[config.mk]
export PLATFORM = sky130hd
export DESIGN_NAME = sprite_dispatch_scheduler_flat
export DESIGN_NICKNAME = d
export VERILOG_FILES = /design/src/rtl/sprite_dispatch_scheduler_if.sv /design/src/rtl/sprite_dispatch_scheduler.sv /design/src/flat_wrapper.sv
export SDC_FILE = /design/constraint.sdc
export NUM_CORES = 1
export LEC_CHECK = 0
export ABC_AREA = 1
export CAP_MARGIN = 20
export CORE_UTILIZATION = 40
export CTS_CLUSTER_DIAMETER = 200
export DETAILED_ROUTE_END_ITERATION = 8
export HOLD_SLACK_MARGIN = 0.03
export PLACE_DENSITY = 0.74
export SYNTH_ARGS = -nofsm -noshare
export SYNTH_HDL_FRONTEND = slang
export SYNTH_SLANG_ARGS = --single-unit
[constraint.sdc]
create_clock -name clock -period 3.9 [get_ports clock]
set_input_delay 1.17 -clock clock [delete_from_list [all_inputs] [get_ports clock]]
set_output_delay 1.17 -clock clock [all_outputs]
set_load 0.01 [all_outputs]
[src/rtl/sprite_dispatch_scheduler_if.sv]
// rtl/sprite_dispatch_scheduler_if.sv - draw-queue head and renderer-lane signal bundle
interface sprite_dispatch_scheduler_if #(
  parameter int SPRITE_NUM = 32
);
  localparam int SEL_W = $clog2(SPRITE_NUM);

  logic               q_is_empty;
  logic [7:0]         q_sprite_id;
  logic [15:0]        q_sprite_x;
  logic [15:0]        q_sprite_y;
  logic [7:0]         q_sprite_scale;
  logic               q_dequeue;
  logic [1:0]         lane_valid;
  logic [1:0]         lane_ready;
  logic [1:0]         lane_idle;
  logic [2*SEL_W-1:0] lane_select;
  logic [31:0]        lane_x;
  logic [31:0]        lane_y;
  logic [15:0]        lane_scale;

  modport master (
    input  q_is_empty, q_sprite_id, q_sprite_x, q_sprite_y, q_sprite_scale,
    input  lane_ready, lane_idle,
    output q_dequeue, lane_valid, lane_select, lane_x, lane_y, lane_scale
  );

  modport slave (
    output q_is_empty, q_sprite_id, q_sprite_x, q_sprite_y, q_sprite_scale,
    output lane_ready, lane_idle,
    input  q_dequeue, lane_valid, lane_select, lane_x, lane_y, lane_scale
  );
endinterface

[src/rtl/sprite_dispatch_scheduler.sv]
// rtl/sprite_dispatch_scheduler.sv - per-frame draw-queue to two-lane round-robin dispatcher
// Optional per-frame counters enabled by SPRITE_SCHED_STATS_EN.
module sprite_dispatch_scheduler #(
  parameter int SPRITE_NUM = 32
) (
  input  logic clock,
  input  logic reset_n,
  input  logic frame_start,
  input  logic frame_end,
  sprite_dispatch_scheduler_if.master bus,
  output logic frame_done,
  output logic frame_overrun,
  output logic busy
`ifdef SPRITE_SCHED_STATS_EN
  ,
  output logic [15:0] stat_dispatched,
  output logic [15:0] stat_dropped
`endif
);
  localparam int SEL_W = $clog2(SPRITE_NUM);
  localparam logic [8:0] ID_LIMIT = 9'(SPRITE_NUM);

  typedef enum logic [1:0] {S_IDLE, S_RUN, S_SETTLE, S_FLUSH} state_t;

  state_t state, state_next;

  logic             rr;
  logic [1:0]       lane_valid_r;
  logic [SEL_W-1:0] sel_q   [2];
  logic [15:0]      x_q     [2];
  logic [15:0]      y_q     [2];
  logic [7:0]       scale_q [2];
  logic             dequeue_r, done_r, overrun_r;

  logic       head_ok, head_bad;
  logic [1:0] lane_free;
  logic       pop, load, load_lane, start_hit, end_hit, done_set;

  assign head_ok   = !bus.q_is_empty;
  assign head_bad  = ({1'b0, bus.q_sprite_id} >= ID_LIMIT) || (bus.q_sprite_scale == 8'd0);
  assign lane_free = ~lane_valid_r;

  always_ff @(posedge clock or negedge reset_n) begin
    if (!reset_n) state <= S_IDLE;
    else          state <= state_next;
  end

  always_comb begin
    state_next = state;
    pop        = 1'b0;
    load       = 1'b0;
    load_lane  = rr;
    start_hit  = 1'b0;
    end_hit    = 1'b0;
    done_set   = 1'b0;
    case (state)
      S_IDLE: begin
        if (frame_start) begin
          state_next = S_RUN;
          start_hit  = 1'b1;
        end
      end
      S_RUN: begin
        if (frame_end) begin
          state_next = S_FLUSH;
          end_hit    = 1'b1;
        end else if (head_ok && head_bad) begin
          pop        = 1'b1;
          state_next = S_SETTLE;
        end else if (head_ok && (lane_free != 2'b00)) begin
          pop        = 1'b1;
          load       = 1'b1;
          load_lane  = lane_free[rr] ? rr : ~rr;
          state_next = S_SETTLE;
        end
      end
      S_SETTLE: begin
        // The queue head is re-sampled only after the pop has propagated.
        if (frame_end) begin
          state_next = S_FLUSH;
          end_hit    = 1'b1;
        end else begin
          state_next = S_RUN;
        end
      end
      S_FLUSH: begin
        if ((lane_valid_r == 2'b00) && (bus.lane_idle == 2'b11)) begin
          done_set   = 1'b1;
          state_next = S_IDLE;
        end
      end
      default: state_next = S_IDLE;
    endcase
  end

  always_ff @(posedge clock or negedge reset_n) begin
    if (!reset_n) begin
      rr           <= 1'b0;
      lane_valid_r <= 2'b00;
      dequeue_r    <= 1'b0;
      done_r       <= 1'b0;
      overrun_r    <= 1'b0;
      for (int i = 0; i < 2; i++) begin
        sel_q[i]   <= '0;
        x_q[i]     <= '0;
        y_q[i]     <= '0;
        scale_q[i] <= '0;
      end
    end else begin
      dequeue_r <= pop;
      done_r    <= done_set;
      if (start_hit)    overrun_r <= 1'b0;
      else if (end_hit) overrun_r <= !bus.q_is_empty;
      for (int i = 0; i < 2; i++) begin
        if (lane_valid_r[i] && bus.lane_ready[i]) lane_valid_r[i] <= 1'b0;
      end
      // A load only targets a lane that was free, so it never races the clear above.
      if (load) begin
        lane_valid_r[load_lane] <= 1'b1;
        sel_q[load_lane]        <= bus.q_sprite_id[SEL_W-1:0];
        x_q[load_lane]          <= bus.q_sprite_x;
        y_q[load_lane]          <= bus.q_sprite_y;
        scale_q[load_lane]      <= bus.q_sprite_scale;
        rr                      <= ~load_lane;
      end
    end
  end

`ifdef SPRITE_SCHED_STATS_EN
  always_ff @(posedge clock or negedge reset_n) begin
    if (!reset_n) begin
      stat_dispatched <= 16'd0;
      stat_dropped    <= 16'd0;
    end else if (start_hit) begin
      stat_dispatched <= 16'd0;
      stat_dropped    <= 16'd0;
    end else begin
      if (load && (stat_dispatched != 16'hFFFF))
        stat_dispatched <= stat_dispatched + 16'd1;
      if (pop && !load && (stat_dropped != 16'hFFFF))
        stat_dropped <= stat_dropped + 16'd1;
    end
  end
`endif

  assign bus.q_dequeue   = dequeue_r;
  assign bus.lane_valid  = lane_valid_r;
  assign bus.lane_select = {sel_q[1], sel_q[0]};
  assign bus.lane_x      = {x_q[1], x_q[0]};
  assign bus.lane_y      = {y_q[1], y_q[0]};
  assign bus.lane_scale  = {scale_q[1], scale_q[0]};
  assign frame_done      = done_r;
  assign frame_overrun   = overrun_r;
  assign busy            = (state != S_IDLE);
endmodule

[src/flat_wrapper.sv]
// flat-port wrapper written by rule: the top's interface ports become plain ports
module sprite_dispatch_scheduler_flat 
#(
  parameter int SPRITE_NUM = 32
)
  (clock, reset_n, frame_start, frame_end, frame_done, frame_overrun, busy, bus_q_is_empty, bus_q_sprite_id, bus_q_sprite_x, bus_q_sprite_y, bus_q_sprite_scale, bus_lane_ready, bus_lane_idle, bus_q_dequeue, bus_lane_valid, bus_lane_select, bus_lane_x, bus_lane_y, bus_lane_scale);
  sprite_dispatch_scheduler_if #(.SPRITE_NUM(SPRITE_NUM)) bus_i ();
  input  logic clock;
  input  logic reset_n;
  input  logic frame_start;
  input  logic frame_end;
  output logic frame_done;
  output logic frame_overrun;
  output logic busy;
  input wire logic [$bits(bus_i.q_is_empty)-1:0] bus_q_is_empty;
  input wire logic [$bits(bus_i.q_sprite_id)-1:0] bus_q_sprite_id;
  input wire logic [$bits(bus_i.q_sprite_x)-1:0] bus_q_sprite_x;
  input wire logic [$bits(bus_i.q_sprite_y)-1:0] bus_q_sprite_y;
  input wire logic [$bits(bus_i.q_sprite_scale)-1:0] bus_q_sprite_scale;
  input wire logic [$bits(bus_i.lane_ready)-1:0] bus_lane_ready;
  input wire logic [$bits(bus_i.lane_idle)-1:0] bus_lane_idle;
  output wire logic [$bits(bus_i.q_dequeue)-1:0] bus_q_dequeue;
  output wire logic [$bits(bus_i.lane_valid)-1:0] bus_lane_valid;
  output wire logic [$bits(bus_i.lane_select)-1:0] bus_lane_select;
  output wire logic [$bits(bus_i.lane_x)-1:0] bus_lane_x;
  output wire logic [$bits(bus_i.lane_y)-1:0] bus_lane_y;
  output wire logic [$bits(bus_i.lane_scale)-1:0] bus_lane_scale;
  assign bus_i.q_is_empty = bus_q_is_empty;
  assign bus_i.q_sprite_id = bus_q_sprite_id;
  assign bus_i.q_sprite_x = bus_q_sprite_x;
  assign bus_i.q_sprite_y = bus_q_sprite_y;
  assign bus_i.q_sprite_scale = bus_q_sprite_scale;
  assign bus_i.lane_ready = bus_lane_ready;
  assign bus_i.lane_idle = bus_lane_idle;
  assign bus_q_dequeue = bus_i.q_dequeue;
  assign bus_lane_valid = bus_i.lane_valid;
  assign bus_lane_select = bus_i.lane_select;
  assign bus_lane_x = bus_i.lane_x;
  assign bus_lane_y = bus_i.lane_y;
  assign bus_lane_scale = bus_i.lane_scale;
  sprite_dispatch_scheduler #(.SPRITE_NUM(SPRITE_NUM)) u_core (.clock(clock), .reset_n(reset_n), .frame_start(frame_start), .frame_end(frame_end), .bus(bus_i), .frame_done(frame_done), .frame_overrun(frame_overrun), .busy(busy));
endmodule
==> results.json, run 1 <==
{
  "track_usage_pct": 21.18,
  "end_kind": "register",
  "async_flop_share_pct": 100.0,
  "post_drt_wl_per_cell_um": 13.95,
  "tritoncts": "built",
  "multi_input_area_sq_um": 1341,
  "power_uw": 3409,
  "reg2reg_slack_ps": 1530,
  "viasPerCell": 4.681,
  "place_congestion": 0.8207,
  "firstDrtPassIters": 4,
  "worstSetupStartpointType": "primary input",
  "yosysTopAreaCellShare_pct": 62.26,
  "clockBufferDepth": 2,
  "io_buffers": 152,
  "ir_drop_mv": 0.3231,
  "cts.clk_slew.worst_paths_ps": 90,
  "ys_types": 25,
  "grt_pass1_vias": 3473,
  "status": "finished clean",
  "antennaDiodeCount": 0,
  "syn-num-nets": 512,
  "period_minus_slack_ps": 3046,
  "r2r_end": "u_core.bus.lane_y[7]",
  "hpwl_um": 7330,
  "worstSetupPathType": "primary input to register",
  "std_cell_rows": 35,
  "synthFlopType": "dfrtp_1",
  "fin_nets": 664,
  "drt_wl_total_um": 10270,
  "max_cap_violations": 0,
  "rsz0062_at_grt": "false",
  "drv_slew": 0,
  "postCtsHoldBufs": 0,
  "antenna_found_initial": 0,
  "vias": 3445,
  "die_area_sq_um": 10250,
  "synth_most_common_cell": "nand2_1",
  "clock_sinks": 98,
  "antenna_left": 0,
  "fmax_ghz": 0.3283,
  "ys_ff_latch": 98,
  "setup_viol": 0,
  "cts_buffers": 9,
  "crit_fanout": 19,
  "min_from": "u_core.bus.lane_x[15]",
  "die_w_um": 101.2,
  "start_util_pct": 42.03,
  "grt_max_degree": 54,
  "drc": 0,
  "floorplan.die.height_um": 101.2,
  "synth_commonest_cells": "nand2_1 (285), dfrtp_1 (98), inv_1 (12), buf_2 (11), nor2_1 (8)",
  "fin_tns_setup_ps": 0,
  "worstReg2RegStart": "u_core.state[1]",
  "ys.warnings.count": 0,
  "synth-edff-count": 0,
  "fin_crit_sh_pct": 78.11,
  "clk_latency_ps": 350,
  "root_buffer": "clkbuf_8",
  "io-pin-count": 153,
  "grt_pass1_wl_um": 16690,
  "syn_to_final_growth_pct": 46.98,
  "cts_htree_levels": 3,
  "initialDrtViolationCount": 171,
  "finalHoldViolCount": 0,
  "synthesis.area_sq_um": 3939,
  "cp.required_ps": 4150,
  "hp-class": "register to register",
  "critical_path_arrival_ps": 3290,
  "cts_resized": 0,
  "tightest_slew_ps": 741.4,
  "synthTopCellsByArea": "dfrtp_1 (62%), nand2_1 (27%), ha_1 (1.6%), buf_2 (1.4%), inv_1 (1.1%)",
  "postCtsSetupBuffers": 0,
  "r2r_cells": 8,
  "fill_cells": 822,
  "power.density_nw_per_um2": 588.8,
  "core_area_sq_um": 9371,
  "postSynthCellCount": 450,
  "min_to": "u_core.bus.lane_x[15]",
  "power.leakage_uw": 0.002955,
  "hold_depth": 2,
  "synth_area_leader_cell": "dfrtp_1",
  "relSlewSlack_pct": 50.48,
  "fin_skew_ps": 11.36,
  "regArea_sq_um": 2452,
  "ys_seq_area_share_pct": 62.26,
  "drive_gt1_share_pct": 4.778,
  "syn_avg_cell_area_sq_um": 8.753,
  "final_util_pct": 61.78,
  "globalRouteOverflowTotal": 0
}
==> per-layer routing <==
layer	global-route usage [%]	wire length, um
met5	0	0
met4	7.246	140
met3	5.659	736
met2	34.28	4836
met1	27.67	4554
==> worst max-delay path, cell delays in order <==
cell	delay [ps]
clkdlybuf4s50_1	530
nor2_1	70
nand2_1	120
o21bai_1	80
nand2_1	150
nand4_1	560
buf_4	450
nand2_1	90
nand2_1	50
==> power breakdown <==
| group | internal, uW | total, uW | switching, uW |
|---|---|---|---|
| Clock | 315 | 650 | 335 |
| Combinational | 702 | 1260 | 558 |
| Sequential | 1310 | 1500 | 186 |
==> metrics by stage <==
stage	instances	setup WS (ps)	cell area, sq um	hold slack (ps)
after floorplan	450	1656	3939	487.6
after global placement	720	561.9	5593	460.6
after detailed placement	720	523.8	5593	463.6
after CTS	736	855.5	5789	486.3
after global routing	736	671.3	5789	504.3
final	736	853.7	5789	483.7
==> logic make-up after synthesis <==
logic type	count (synthesis)	synth area share, %
AO/OA/AOI/OAI	10	1.684
adder cells (fa/ha/maj)	5	1.588
buffers and inverters	30	3.685
flip-flops	98	62.26
AND/OR/NAND/NOR	307	30.78
==> state kept, by name, summed over array words and instances, names as in the netlist <==
| name | count |
|---|---|
| u_core.bus.lane_scale | 16 |
| u_core.frame_done | 1 |
| u_core.state | 2 |
| u_core.frame_overrun | 1 |
| u_core.bus.lane_x | 32 |
| u_core.bus.lane_valid | 2 |
| u_core.bus.lane_y | 32 |
| u_core.rr | 1 |
| u_core.bus.q_dequeue | 1 |
| u_core.bus.lane_select | 10 |
==> worst max-delay path by stage <==
stage | to | cells after the start | slack [ps] | startpoint
after global placement | u_core.bus.lane_y[14] | 9 | 560 | bus_q_sprite_scale[5]
after floorplan | u_core.bus.lane_x[10] | 9 | 1660 | bus_q_sprite_id[7]
after CTS | u_core.bus.lane_y[7] | 9 | 860 | bus_q_sprite_scale[3]
final | u_core.bus.lane_y[7] | 9 | 850 | bus_q_sprite_scale[3]
after detailed placement | u_core.bus.lane_y[7] | 9 | 520 | bus_q_sprite_scale[3]
after global routing | u_core.bus.lane_y[13] | 9 | 670 | bus_q_sprite_scale[1]
==> cells in the final DEF, fill, tap and decap left out <==
master	synthesis	final
a22oi_1	1	1
clkinv_4	0	1
clkdlybuf4s50_1	0	151
inv_2	1	1
clkinvlp_4	0	1
nor2_4	2	2
o21ai_1	1	1
clkinv_2	0	1
bufinv_16	0	1
o21bai_1	1	1
nand2_1	285	285
nand4_4	1	1
dfrtp_1	98	98
nand3_1	6	6
o22ai_1	1	1
nand4_1	2	2
a21boi_0	1	1
inv_1	12	12
a21oi_1	1	1
ha_1	5	5
buf_4	5	5
nor2_2	1	1
clkbuf_1	1	2
o21ai_2	1	1
nand4_2	1	1
a21oi_2	1	1
o21ai_0	2	2
nor2_1	8	8
clkbuf_8	0	10
buf_12	0	2
nand3b_1	1	1
==> area by class of cell <==
cell class	instances	share of cell area [%]
Clock inverter	4	0.8861
Sequential cell	98	42.36
Clock buffer	12	2.507
Multi-Input combinational cell	322	23.17
Tap cell	129	2.788
Inverter	13	0.8429
Timing Repair Buffer	158	27.45
No activity file was read; power rests on OpenSTA's default activity.
==> inputs of run 2 (changes only) <==
- CORE_UTILIZATION: 40 -> 39
- PLACE_DENSITY: 0.74 -> 0.76
- clock period: 3.9 -> 2.68 ns (I/O delays scaled with it)
==> results.json, run 2 (synthesis gave the netlist of run 1 again) <==
{
  "clk_latency_ps": 360,
  "worstSetupPathType": "register to output port",
  "root_buffer": "clkbuf_8",
  "fin_skew_ps": 13.16,
  "drive_gt1_share_pct": 5.710,
  "cp.required_ps": 1880,
  "tritoncts": "built",
  "critical_path_arrival_ps": 1770,
  "postCtsHoldBufs": 0,
  "status": "finished clean",
  "cts_buffers": 9,
  "worstSetupStartpointType": "register",
  "switchingPower_uw": 1596,
  "fin_nets": 671,
  "clock_sinks": 98,
  "relSlewSlack_pct": 67.14,
  "cts.clk_slew.worst_paths_ps": 90,
  "power.leakage_uw": 0.003007,
  "io_buffers": 152,
  "vias": 3482,
  "multi_input_area_sq_um": 1341,
  "fill_cells": 875,
  "cts_resized": 0,
  "antennaDiodeCount": 0,
  "clockPowerShare_pct": 20.1,
  "drv_slew": 0,
  "initialDrtViolationCount": 150,
  "switching_share_pct": 31.48,
  "p_int_uw": 3473,
  "post_drt_wl_per_cell_um": 13.92,
  "design_area_sq_um": 5896,
  "core_area_sq_um": 9774,
  "dpl-instance-area_sq_um": 5688,
  "fmax_ghz": 0.3881,
  "viasPerCell": 4.668,
  "fin_tns_setup_ps": 0,
  "grt_pass1_vias": 3577,
  "firstDrtPassIters": 4,
  "track_usage_pct": 20.64,
  "syn_to_final_growth_pct": 49.68,
  "p_comb_share_pct": 36.8,
  "floorplan.die.height_um": 102.5,
  "rsz0062_at_grt": "false",
  "postCtsSetupBuffers": 0,
  "hpwl_um": 7636,
  "place_congestion": 0.7953,
  "crit_path_frequent_cell": "inv_1",
  "start_util_pct": 40.30,
  "tightest_slew_ps": 493.0,
  "clockBufferDepth": 2,
  "max_stage_delay_ps": 540,
  "finalHoldViolCount": 0,
  "crit_fanout": 7,
  "fin_crit_sh_pct": 96.15,
  "ir_drop_mv": 0.4351,
  "fin_cells": 746,
  "max_cap_violations": 0,
  "seqPwrFrac_pct": 43.1,
  "cts_htree_levels": 3,
  "antenna_found_initial": 0,
  "antenna_left": 0,
  "path_cells": "inv_1, ha_1, inv_1, clkdlybuf4s50_1",
  "regArea_sq_um": 2452,
  "power.density_nw_per_um2": 859.8,
  "fin_ws_ps": 103.2,
  "end_kind": "output port",
  "globalRouteOverflowTotal": 0,
  "drt_wl_total_um": 10390,
  "std_cell_rows": 36,
  "grt_pass1_wl_um": 16580,
  "final_cell_mix": "nand2_1 (285), clkdlybuf4s50_1 (151), dfrtp_1 (98)",
  "grt_max_degree": 50,
  "hp-class": "primary input to asynchronous set/reset pin",
  "die_area_sq_um": 10510,
  "io-pin-count": 153,
  "place_inst": 731,
  "period_minus_slack_ps": 2577,
  "drc": 0,
  "setup_viol": 0,
  "final_common_cell": "nand2_1",
  "die_w_um": 102.5,
  "dpl_worst_slack_ps": 77.47,
  "slowest_stage": "clkdlybuf4s50_1"
}
## run 2: worst paths after layout
kind / start / to / slack [ps] / cells past startpoint
worst max-delay path: u_core.state[1] / busy / 100 / 4
worst min-delay path: reset_n / u_core.bus.lane_scale[8] / 410 / 1
worst max register to register: u_core.state[1] / u_core.bus.lane_y[6] / 680 / 9
worst min register to register: u_core.bus.lane_y[8] / u_core.bus.lane_y[8] / 480 / 2
max in group asynchronous: reset_n / u_core.bus.lane_y[28] / 1640 / 2
min in group clock: u_core.bus.lane_y[8] / u_core.bus.lane_y[8] / 480 / 2
## run 2: worst max-delay path, delay by kind of cell (launching register included)
kind	cells	cell delay, ps
buffers and inverters	3	750
flip-flops	1	470
adder cells (fa/ha/maj)	1	220
## run 2: layer usage
metal	wire length (um)	track usage (%)	vias to the layer above
li1	-	-	1683
met4	179	8.242	0
met3	822	5.898	16
met2	5074	34.87	115
met5	0	0	-
met1	4309	24.91	1668
## run 2: power groups by stage
| stage | clock (uW) | sequential (uW) | combinational [uW] |
|---|---|---|---|
| after global routing | 1100 | 2240 | 2050 |
| after CTS | 1050 | 2180 | 1890 |
| final | 1020 | 2180 | 1870 |
| after floorplan | 0 | 2370 | 531 |
| after global placement | 0 | 2200 | 1820 |
| after detailed placement | 0 | 2200 | 1880 |
## run 2: through the flow
| step | utilization, % | total power, uW | hold WS (ps) |
|---|---|---|---|
| global route | 60.32 | 5384 | 422.4 |
| detailed placement | 58.19 | 4082 | 467.1 |
| global placement | 58.19 | 4013 | 460.6 |
| CTS | 60.32 | 5121 | 397.5 |
| floorplan | - | 2900 | 487.6 |
| finish | 60.32 | 5069 | 407.7 |
## run 2: layout make-up
type                       count  share of cell area, %
tap                          133                  2.823
multi-input combinational    322                  22.75
clock inverter                 4                  1.295
clock buffer                  11                  2.228
inverter                      13                 0.8277
timing repair buffer         165                  28.48
sequential                    98                  41.60
